$ cat src/rtl/add_sub_pkg.sv
// Shared constants for the sequential adder/subtractor: default widths, slice count, FSM encoding.
// Latency: n/a (package only).
// Backpressure: n/a (package only).
package add_sub_pkg;

    localparam int ADDSUB_WIDTH = 32;
    localparam int ADDSUB_SLICE = 4;
    localparam int NSLICE       = ADDSUB_WIDTH / ADDSUB_SLICE;
    localparam int CNT_W        = (NSLICE > 1) ? $clog2(NSLICE) : 1;

    // FSM encoding, kept as plain constants so older tools and netlists see fixed codes
    localparam logic [1:0] ST_IDLE = 2'd0;
    localparam logic [1:0] ST_RUN  = 2'd1;
    localparam logic [1:0] ST_DONE = 2'd2;

endpackage

$ cat src/rtl/addsub_slice.sv
// SLICE-bit ripple-carry adder; also exposes the carry into its MSB for signed-overflow detection.
// Latency: combinational.
// Backpressure: none (pure datapath).
module addsub_slice #(
    parameter int SLICE = 4
) (
    input  logic [SLICE-1:0] a,
    input  logic [SLICE-1:0] b,
    input  logic             cin,
    output logic [SLICE-1:0] sum,
    output logic             cout,
    output logic             c_msb_in
);

    logic [SLICE:0] c;

    // Ripple the carry bit by bit across the slice
    always_comb begin
        c    = '0;
        sum  = '0;
        c[0] = cin;
        for (int i = 0; i < SLICE; i++) begin
            sum[i]  = a[i] ^ b[i] ^ c[i];
            c[i+1]  = (a[i] & b[i]) | (a[i] & c[i]) | (b[i] & c[i]);
        end
    end

    assign cout     = c[SLICE];
    assign c_msb_in = c[SLICE-1];

endmodule

$ cat src/rtl/add_sub_seq_32.sv
// Sequential add/sub: one SLICE-bit chunk per cycle, LSB first; ovf/zero only with ADDSUB_FLAGS_EN.
// Latency: WIDTH/SLICE cycles from accept edge to out_valid; one op per WIDTH/SLICE+2 cycles.
// Backpressure: result and flags held while out_valid && !out_ready; no new op accepted until IDLE.
module add_sub_seq_32
    import add_sub_pkg::*;
#(
    parameter int WIDTH = ADDSUB_WIDTH,
    parameter int SLICE = ADDSUB_SLICE
) (
    input  logic             clk,
    input  logic             rst_n,
    input  logic             in_valid,
    output logic             in_ready,
    input  logic             sub,
    input  logic [WIDTH-1:0] x,
    input  logic [WIDTH-1:0] y,
    output logic             out_valid,
    input  logic             out_ready,
    output logic [WIDTH-1:0] s,
    output logic             cout,
    output logic             ovf,
    output logic             zero
);

    localparam int NSL = WIDTH / SLICE;
    localparam int CW  = (NSL > 1) ? $clog2(NSL) : 1;
    localparam logic [CW-1:0] LAST = CW'(NSL - 1);

    logic [1:0]           state;
    logic [CW-1:0]        cnt;
    logic [WIDTH-1:0]     a_sr;
    logic [WIDTH-1:0]     b_sr;
    logic                 carry;
    logic [WIDTH-SLICE-1:0] res;

    logic [SLICE-1:0]     slice_sum;
    logic                 slice_cout;
    logic                 slice_c_msb;
    logic [WIDTH-1:0]     next_full;
    logic                 last_slice;

    logic [WIDTH-1:0]     s_q;
    logic                 cout_q;

    addsub_slice #(.SLICE(SLICE)) u_slice (
        .a        (a_sr[SLICE-1:0]),
        .b        (b_sr[SLICE-1:0]),
        .cin      (carry),
        .sum      (slice_sum),
        .cout     (slice_cout),
        .c_msb_in (slice_c_msb)
    );

    // New slice enters at the top; after the last slice this is the complete result
    assign next_full  = {slice_sum, res};
    assign last_slice = (state == ST_RUN) && (cnt == LAST);

    assign in_ready  = (state == ST_IDLE);
    assign out_valid = (state == ST_DONE);
    assign s         = s_q;
    assign cout      = cout_q;

    // Control FSM plus operand/result shift registers
    always_ff @(posedge clk or negedge rst_n) begin
        if (!rst_n) begin
            state <= ST_IDLE;
            cnt   <= '0;
            a_sr  <= '0;
            b_sr  <= '0;
            carry <= 1'b0;
            res   <= '0;
        end else begin
            case (state)
                ST_IDLE: begin
                    if (in_valid) begin
                        state <= ST_RUN;
                        a_sr  <= x;
                        // Subtract as x + ~y + 1: invert B and seed the carry with 1
                        b_sr  <= y ^ {WIDTH{sub}};
                        carry <= sub;
                        cnt   <= '0;
                        res   <= '0;
                    end
                end
                ST_RUN: begin
                    a_sr  <= a_sr >> SLICE;
                    b_sr  <= b_sr >> SLICE;
                    carry <= slice_cout;
                    res   <= next_full[WIDTH-1:SLICE];
                    cnt   <= cnt + 1'b1;
                    if (cnt == LAST) begin
                        state <= ST_DONE;
                    end
                end
                ST_DONE: begin
                    if (out_ready) begin
                        state <= ST_IDLE;
                    end
                end
                default: state <= ST_IDLE;
            endcase
        end
    end

    // Result and carry are captured only on the final slice so they hold until the next DONE
    always_ff @(posedge clk or negedge rst_n) begin
        if (!rst_n) begin
            s_q    <= '0;
            cout_q <= 1'b0;
        end else if (last_slice) begin
            s_q    <= next_full;
            cout_q <= slice_cout;
        end
    end

`ifdef ADDSUB_FLAGS_EN
    logic ovf_q;
    logic zero_q;

    // Signed overflow is carry-in vs carry-out of the top bit; zero is checked on the full result
    always_ff @(posedge clk or negedge rst_n) begin
        if (!rst_n) begin
            ovf_q  <= 1'b0;
            zero_q <= 1'b0;
        end else if (last_slice) begin
            ovf_q  <= slice_c_msb ^ slice_cout;
            zero_q <= (next_full == '0);
        end
    end

    assign ovf  = ovf_q;
    assign zero = zero_q;
`else
    // Flags compiled out: ports stay for a common footprint but are constant
    logic unused_msb;
    assign unused_msb = slice_c_msb;
    assign ovf        = 1'b0;
    assign zero       = 1'b0;
`endif

endmodule

$ cat config.mk
export PLATFORM = sky130hd
export DESIGN_NAME = add_sub_seq_32
export DESIGN_NICKNAME = d
export VERILOG_FILES = /design/src/rtl/add_sub_pkg.sv /design/src/rtl/addsub_slice.sv /design/src/rtl/add_sub_seq_32.sv
export SDC_FILE = /design/constraint.sdc
export NUM_CORES = 1
export LEC_CHECK = 0
export ABC_AREA = 0
export CAP_MARGIN = 20
export CORE_UTILIZATION = 40
export CTS_BUF_LIST = sky130_fd_sc_hd__clkbuf_4
export DETAILED_ROUTE_END_ITERATION = 7
export SYNTH_ARGS = -nofsm -noshare
export SYNTH_HDL_FRONTEND = slang
export SYNTH_SLANG_ARGS = --single-unit
$ cat constraint.sdc
create_clock -name clk -period 5.4 [get_ports clk]
set_input_delay 1.08 -clock clk [delete_from_list [all_inputs] [get_ports clk]]
set_output_delay 1.08 -clock clk [all_outputs]
set_load 0.05 [all_outputs]
==> impl_metrics.ini <==
[global_route]
antenna_found_initial = 0
grt_pass1_vias = 4267
grt_first_pass_wirelength_um = 22100
overflow = 0
track_usage_pct = 17.81
grt_max_degree = 94

[setup_path]
critical_path_class = register to output pin
start_kind = register
cp_max_fo = 57
worst-r2r-setup-slack_ns = 2.94
startpoint = state[0]
reg2regPathDepth = 4
cp.required_ns = 4.32
timing.rr.start = state[0]
worst_setup_path_end_kind = output pin
arrival_ns = 2.53

[synth]
ys_ff_latch = 131
synth_flop_cell = dfrtp_1
yosysSeqAreaShare_pct = 53.43
synth.distinct_cells = 34
yosys_warnings = 0
synth_cells = 536
avgSynthCellArea_um2 = 11.45
syn-cell-area_um2 = 6136
async_flop_share_pct = 100.0
synth_edf_count = 0

[routing]
ant_nets = 0
first_pass_iters = 4
routedWlPerCell_um = 16.36
num_vias = 4392
vias_per_cell = 5.402
drc = 0
drt-total-wl_um = 13300
dr.first_iter.drc_count = 251

[power_and_ir_drop]
p_leak_nw = 3.212
irDropWorstVdd_uv = 205.1
p_per_area_nw_per_um2 = 535.1

[cells_and_area]
fillerInstances = 1340
syn_to_final_growth_pct = 21.29
multiInputGateArea_um2 = 2511
drive_gt1_share_pct = 11.92
num-nets-final = 692
fin_cells = 813
regArea_um2 = 3281
layout_commonest_cell = dfrtp_1
antenna_cells = 0
final_cell_mix = dfrtp_1, clkdlybuf4s50_1, o21ai_0

[timing]
finalHoldViolations = 0
period_minus_slack_ns = 3.613
fmax_mhz = 276.8
rsz0062_at_grt = false
fin_crit_sh_pct = 66.90
clock_skew_ns = 0.01667
maxSlewHeadroom_pct = 33.45
tns_ns = 0
worstMarginPinSlew_ns = 0.9982
setup_viol = 0
finalMaxSlewViolations = 0

[clock_tree]
cts_made_buffers = 17
clkSinkCount = 131
cts_max_level = 4
clk_latency_ns = 0.52
clk_pin_slew_ns = 0.11
cts_resized = 0
cts_root_buffer = clkbuf_4
cts_buffer_depth = 2
cts_hold_buffers = 0
cts_setup_buffers = 0
cts_tree = built

[floorplanning]
io_pins = 106
rows = 44
fp.coreArea_um2 = 14750
die_h_um = 125.9
die_x_um = 125.9
dieArea_um2 = 15840
initial_core_util_pct = 41.59

[flow_run]
cap_violations = 0

[place]
gp_congestion = 0.7755
io_buffer_count = 103
dp_hpwl_um = 8322
post-place-cells = 782

[min_path]
hold_path_depth = 2
min_path_type = register to register
hold_start = b_sr[12]

[run_status]
outcome = complete, no violations
synthesized netlist by cell type, types with 4 or more instances:
| master | number | area [µm²] |
|---|---|---|
| a221o_1 | 8 | 80.08 |
| mux2_4 | 11 | 165.2 |
| buf_2 | 19 | 95.09 |
| o32ai_1 | 6 | 52.55 |
| a22o_1 | 27 | 236.5 |
| a22oi_1 | 31 | 232.7 |
| dfrtp_1 | 131 | 3278 |
| xor2_1 | 14 | 122.6 |
| o221ai_1 | 6 | 52.55 |
| inv_1 | 15 | 56.30 |
| a21oi_1 | 34 | 170.2 |
| a2bb2oi_1 | 4 | 35.03 |
| xnor2_1 | 18 | 157.7 |
| mux2i_1 | 11 | 110.1 |
| buf_6 | 8 | 90.09 |
| nand2_1 | 41 | 153.9 |
| mux2_2 | 18 | 202.7 |
| clkbuf_1 | 9 | 33.78 |
| buf_4 | 9 | 67.56 |
| fa_1 | 4 | 80.08 |
| nor2_1 | 5 | 18.77 |
| o21ai_0 | 53 | 265.3 |
| nor2b_1 | 35 | 219.0 |
kinds of logic (layout without fill, tap and decap cells):
| family | after synthesis | after routing | share of synthesized area, % |
|---|---|---|---|
| mux | 40 | 40 | 7.790 |
| compound gates | 177 | 177 | 19.49 |
| buf+inv | 63 | 155 | 5.771 |
| flops | 131 | 131 | 53.43 |
| simple gates | 86 | 86 | 7.178 |
| fa+ha+maj | 6 | 6 | 1.713 |
| other cells | 1 | 2 | 0.06112 |
| xor+xnor | 32 | 32 | 4.568 |
stage by stage:
stage | setup slack, ns | instance area [µm²] | utilization [%] | total power [W] | hold WS, ns
final | 1.787 | 7442 | 50.44 | 0.003982 | 0.4984
after global routing | 1.618 | 7442 | 50.44 | 0.004256 | 0.5355
after global placement | 2.366 | 7146 | 48.43 | 0.003281 | 0.4640
after CTS | 1.736 | 7442 | 50.44 | 0.004031 | 0.5048
after detailed placement | 2.324 | 7146 | 48.43 | 0.003332 | 0.4731
after floorplan | 2.900 | 6140 | - | 0.002856 | 0.4492
path summary, 6_finish.rpt:
path,end
worst max-delay path,out_valid
worst min-delay path,b_sr[12]
worst max register to register,a_sr[2]
worst min register to register,b_sr[12]
max in group asynchronous,s[25]
min in group asynchronous,s[3]
power breakdown:
group	total [W]	switching [W]	leakage, nW	internal, W
logic	0.00163	0.000929	1.35	0.000702
clock network	0.000685	0.000361	0.152	0.000323
registers	0.00167	0.000301	1.71	0.00137
flip-flops by register name (all words and copies together) (netlist names):
signal  cells
a_sr       32
b_sr       32
carry       1
cnt         3
cout        1
res        28
s          32
state       2
final cells by class:
class / instances / area share, %
clock inverter: 13 / 2.169
multi-input combinational: 343 / 33.74
tap: 184 / 3.093
sequential: 131 / 44.08
timing repair buffer: 109 / 14.34
clock buffer: 18 / 1.816
inverter: 15 / 0.7566
critical path, cell delays in order (launching register included):
cell,delay [ns]
dfrtp_2,1.04
nand2b_1,0.23
inv_1,0.06
clkdlybuf4s50_1,0.69
routing by layer:
layer	global-route usage, %	wire [µm]	vias to the layer above
met5	0	0	-
met4	5.103	104	0
met3	4.418	545	8
met2	27.22	6386	112
met1	25.17	6262	2212
li1	-	-	2060
(Power assumes the default switching activity.)
==> patch 1 (config.mk and constraints unchanged) <==
Build with the macro `ADDSUB_FLAGS_EN` defined.
--- a/src/rtl/add_sub_seq_32.sv
+++ b/src/rtl/add_sub_seq_32.sv
@@ -3,2 +3,4 @@
 // Backpressure: result and flags held while out_valid && !out_ready; no new op accepted until IDLE.
+`define ADDSUB_FLAGS_EN
+
 module add_sub_seq_32
Behaviour: not the same (Yosys sat finds a counterexample within 10 cycles, from zero or initial values and one cycle with rst_n low).
==> patch 1 against the original RTL <==
Setup slack gained 0.22 ns. Wire length increased by 9.0%. Clock power grew 2.9%. Cell count up 7.7%. Register-to-register slack got worse by 0.19 ns. Synthesized area grew 2.8%. Critical path depth is the same. Sequential cell count rose by 2. Design area is 3.8% higher. Largest power group is now combinational logic. Power is 4.1% higher.
==> patch 1: results (changes against the original RTL) <==
* Via-per-instance ratio at 5.283 (was 5.402)
* WL/cell at 16.54 um (was 16.36 um)
* DP HPWL at 9118 um (was 8322 um)
* Multiplexer share of the synthesized area at 6.966% (was 7.790%)
* Synth warn at 0 (unchanged)
* Status: complete, no violations (unchanged)
* DP Area at 7393 um^2 (was 7146 um^2)
* Vias in the first global route at 4460 (was 4267)
* Clk_lat worst skew at 0.56 ns (was 0.52 ns)
* Clock skew at 0.01492 ns (was 0.01667 ns)
* Critical path fanouts, max at 64 (was 57)
* Placer Congestion at 0.7592 (was 0.7755)
* Largest net degree at the start of global routing at 91 (was 94)
* Leak Pwr at 3.326 nW (was 3.212 nW)
* CP arrival at 2.31 ns (was 2.53 ns)
* Met3 usage at 4.271% (was 4.418%)
* Number of max-cap violations at 0 (unchanged)
* Synth top cells by count: dfrtp_1 (133), nor2b_1 (57), a21oi_1 (56), a22oi_1 (48), o21ai_1 (36) (was dfrtp_1 (131), o21ai_0 (53), nand2_1 (41), nor2b_1 (35), a21oi_1 (34))
* Clk root buf: clkbuf_4 (unchanged)
* Compound-Gate Fraction of Synth Area at 20.34% (was 19.49%)
* Initial drt markers at 320 (was 251)
* Seq/Total Area, Yosys at 52.79% (was 53.43%)
* Unique masters post-synth at 28 (was 34)
* GR Util met2 at 29.96% (was 27.22%)
* Async set-reset flop share out of synthesis at 100.0% (unchanged)
* Sw Share at 41.23% (was 39.95%)
* Met1 usage at 25.31% (was 25.17%)
* Peak VDD IR at 250.8 uV (was 205.1 uV)
* Synth area leaders: dfrtp_1 (53%), a22oi_1 (5.7%), nor2b_1 (5.7%) (was dfrtp_1 (53%), o21ai_0 (4.3%), a22o_1 (3.9%))
* Nets at 727 (was 692)
* Hold WC Path Type: register to register (unchanged)
* Share of layout cells above drive strength 1 at 7.368% (was 11.92%)
* Adder-Cell Fraction of Synth Area at 1.667% (was 1.713%)
* Slew HR at 37.78% (was 33.45%)
* H-tree Lvls at 4 (unchanged)
* Clk buf depth at 2 (unchanged)
* First-pass GRT wire length at 23550 um (was 22100 um)
* Antenna violations before repair at 0 (unchanged)
* Port buffer count at 105 (was 103)
* GRT Util Overall at 18.81% (was 17.81%)
* Post-cts resize count at 0 (unchanged)
* Clock Pin Slew Worst Setup and Hold Paths at 0.11 ns (about the same)
* Syn Nets at around 640
* Synth Area in XOR/XNOR at 4.584% (was 4.568%)
-- patch 1: changes by cell type after synthesis, moves of 18 or more --
| cell | delta |
|---|---|
| xnor2_1 | -18 |
| nor2b_1 | +22 |
| mux2_1 | +31 |
| o21ai_0 | -18 |
| o21ai_1 | +33 |
| xor2_1 | +19 |
| a21oi_1 | +22 |
| mux2_2 | -18 |
| nand2_1 | -19 |
-- patch 1: logic make-up (layout without fill, tap and decap cells) --
family / after synthesis / in the layout
buf+inv: 54 / 150
xor+xnor: 33 / 33
compound gates: 208 / 208
flops: 133 / 133
fa+ha+maj: 6 / 6
mux: 40 / 40
simple gates: 95 / 95
-- patch 1: cell type report --
cell class	count	area [um^2]
sequential	133	3331
fill	1408	7592
clock buffer	19	142.6
tap	211	264.0
multi-input combinational	382	2685
clock inverter	13	158.9
inverter	5	18.77
timing repair buffer	113	1122
-- patch 1: per-layer routing --
metal / up-vias / share of wire (%)
met5: - / 0
met4: 0 / 1.3
met3: 16 / 4.1
met2: 118 / 49
met1: 2291 / 46
li1: 2203 / -
-- patch 1: final timing paths --
kind,start,end,slack (ns),cells after the start
setup / recovery,state[1]$_DFFE_PN0P_,in_ready,2.01,3
hold / removal,b_sr[7]$_DFFE_PN0P_,b_sr[7]$_DFFE_PN0P_,0.49,2
setup reg to reg,a_sr[0]$_DFFE_PN0P_,zero$_DFFE_PN0P_,2.75,8
hold reg to reg,b_sr[7]$_DFFE_PN0P_,b_sr[7]$_DFFE_PN0P_,0.49,2
max in group asynchronous,rst_n,b_sr[27]$_DFFE_PN0P_,3.72,2
min in group asynchronous,rst_n,s[23]$_DFFE_PN0P_,0.59,1
-- patch 1: critical path: stages, from the launching register on --
cell and delay (ns):
dfrtp_2 0.37, buf_4 0.57, nor2_1 0.08, clkdlybuf4s50_1 0.73
-- patch 1: power groups by stage --
stage	registers (mW)	clock network [mW]	logic, mW
5_1_grt	1.76	0.771	1.89
3_5_place_dp	1.72	0	1.73
4_1_cts	1.70	0.730	1.73
3_3_place_gp	1.71	0	1.68
6_report	1.70	0.705	1.74
2_1_floorplan	1.97	0	0.945
-- patch 1: through the flow --
| step | instances | hold slack, ns | util (%) | worst slack [ns] |
|---|---|---|---|---|
| after floorplan | 569 | 0.4492 | - | 2.827 |
| after global placement | 843 | 0.4602 | 48.28 | 2.257 |
| after detailed placement | 843 | 0.4701 | 48.28 | 2.148 |
| after CTS | 875 | 0.4963 | 50.25 | 1.953 |
| after global routing | 876 | 0.5190 | 50.42 | 1.840 |
| final | 876 | 0.4918 | 50.42 | 2.008 |
==> patch 2 (config.mk and constraints unchanged) <==
Without the edit above. Set the package constant `ADDSUB_SLICE` to 2 (it was 4).
--- a/src/rtl/add_sub_pkg.sv
+++ b/src/rtl/add_sub_pkg.sv
@@ -6,3 +6,3 @@
     localparam int ADDSUB_WIDTH = 32;
-    localparam int ADDSUB_SLICE = 4;
+    localparam int ADDSUB_SLICE = 2;
     localparam int NSLICE       = ADDSUB_WIDTH / ADDSUB_SLICE;
Function: changed (a bounded check fails within 10 cycles, from zero or initial values and one cycle with rst_n low).
==> patch 2 against the original RTL <==
Synthesized area decreased by 2.0%. Fmax grew 3.8%. Power shrank 2.7%. Clock skew grew 0.0080 ns. Via count increased by 0.48%. Register-to-register slack got worse by 0.26 ns. Wire length grew 0.51%. Synthesized cell count decreased by 1.7%. Sequential cell count up 3. Critical endpoint is now in_ready. Largest cell class unchanged. Setup slack better by 0.13 ns. Design area down 0.55%. Highest routed layer unchanged.
==> patch 2: results (changes against the original RTL) <==
* Unique masters post-synth at 35 (was 34)
* DP HPWL at 8282 um (was 8322 um)
* Via-per-instance ratio at 5.482 (was 5.402)
* Worst Slack Setup Final at 1.919 ns (was 1.787 ns)
* Hold_sp: cnt[3]$_DFFE_PN0P_ (was b_sr[12]$_DFFE_PN0P_)
* Critical path's slowest cell: clkdlybuf4s50_1 (was dfrtp_2)
* First-pass GRT wire length at 22490 um (was 22100 um)
* Power Total at 3.874 mW (was 3.982 mW)
* Fill count at 1274 (was 1340)
* Nets at 681 (was 692)
* Max stage delay on crit path at 0.72 ns (was 1.04 ns)
* Clock skew at 0.02463 ns (was 0.01667 ns)
* Place WS at 2.290 ns (was 2.324 ns)
* Hold Slack at 0.4966 ns (was 0.4984 ns)
* Clk_lat worst skew at 0.54 ns (was 0.52 ns)
* FF/Latch Area at 3356 um^2 (was 3281 um^2)
* Non-Filler Instances at 805 (was 813)
* CP arrival at 2.40 ns (was 2.53 ns)
* Vias in the first global route at 4494 (was 4267)
* Clock group at 0.676 mW (was 0.685 mW)
* Met3 WL at 591 um (was 545 um)
* Peak VDD IR at 194.3 uV (was 205.1 uV)
* Drt first pass iters at 5 (was 4)
* Clock Pin Slew Worst Setup and Hold Paths at 0.13 ns (was 0.11 ns)
* P_sw at 1.510 mW (was 1.591 mW)
* Syn_area_per_cell at 11.41 um^2 (was 11.45 um^2)
* Largest net degree at the start of global routing at 85 (was 94)
* Synth top cells by count: dfrtp_1 (134), nand2_1 (43), o21ai_0 (42), nor2b_1 (34), a22oi_1 (33) (was dfrtp_1 (131), o21ai_0 (53), nand2_1 (41), nor2b_1 (35), a21oi_1 (34))
* Combinational Power at 1.50 mW (was 1.63 mW)
* Worst Hold End: cnt[3]$_DFFE_PN0P_ (was b_sr[12]$_DFFE_PN0P_)
* Placer Congestion at 0.7253 (was 0.7755)
* Synth area leaders: dfrtp_1 (56%), mux2_2 (5.4%), a22o_1 (4.7%) (was dfrtp_1 (53%), o21ai_0 (4.3%), a22o_1 (3.9%))
* Actual slew at the worst max-slew pin at 1.004 ns (was 0.9982 ns)
* Met2 wire len at 6304 um (was 6386 um)
* Initial drt markers at 316 (was 251)
* GRT Util Overall at 18.07% (was 17.81%)
* Hold Path Depth at 1 (was 2)
* Number of cells on the worst reg-to-reg path at 5 (was 4)
* Leak Pwr at 3.133 nW (was 3.212 nW)
* Worst r2r dst: a_sr[22]$_DFFE_PN0P_ (was a_sr[2]$_DFFE_PN0P_)
* Status: complete, no violations (unchanged)
* DRT Wirelength at 13370 um (was 13300 um)
* Metal-1 WL at 6266 um (was 6262 um)
* DP Cell Count at 774 (was 782)
* Seq/Total Area, Yosys at 55.75% (was 53.43%)
* Largest delay contributor family on the critical path: buffers and inverters (was flip-flops)
* Critical path fanouts, max at 47 (was 57)
* Share of layout cells above drive strength 1 at 11.59% (was 11.92%)
-- patch 2: cell count changes after synthesis, sizes merged, moves of 5 or more --
cell / change
xor2: -11
clkbuf: +8
a22o: +5
o21ai: -14
o221ai: +8
xnor2: +11
mux2i: -10
buf: -9
-- patch 2: worst max path at each step --
stage	startpoint	to	slack, ns	depth (start not counted)
3_5_place_dp	in_valid	b_sr[27]$_DFFE_PN0P_	2.29	4
3_3_place_gp	in_valid	b_sr[28]$_DFFE_PN0P_	2.38	4
4_1_cts	state[0]$_DFFE_PN0P_	in_ready	1.87	3
6_report	state[0]$_DFFE_PN0P_	in_ready	1.92	3
5_1_grt	state[0]$_DFFE_PN0P_	in_ready	1.78	3
2_1_floorplan	state[1]$_DFFE_PN0P_	in_ready	2.79	4
-- patch 2: logic make-up (layout without fill, tap and decap cells) --
kind of cell | after synthesis | after routing | synth area share [%]
adder cells (fa/ha/maj) | 3 | 3 | 0.8737
buffers and inverters | 58 | 151 | 4.348
multiplexers | 32 | 32 | 5.970
flip-flops | 134 | 134 | 55.75
other | 1 | 2 | 0.06235
AO/OA/AOI/OAI | 180 | 180 | 21.20
XOR/XNOR | 32 | 32 | 4.660
AND/OR/NAND/NOR | 87 | 87 | 7.135
-- patch 2: area by class of cell --
class / count / share of cell area, %
Sequential cell: 134 / 45.34
Multi-Input combinational cell: 336 / 32.78
Timing Repair Buffer: 109 / 14.42
Tap cell: 184 / 3.111
Clock buffer: 19 / 1.927
Clock inverter: 12 / 1.860
Inverter: 11 / 0.5579
-- patch 2: routing by layer --
metal / up-vias / GRT usage [%]
met5: - / 0
met4: 0 / 7.016
met3: 15 / 4.296
met2: 126 / 26.97
met1: 2199 / 25.35
li1: 2073 / -
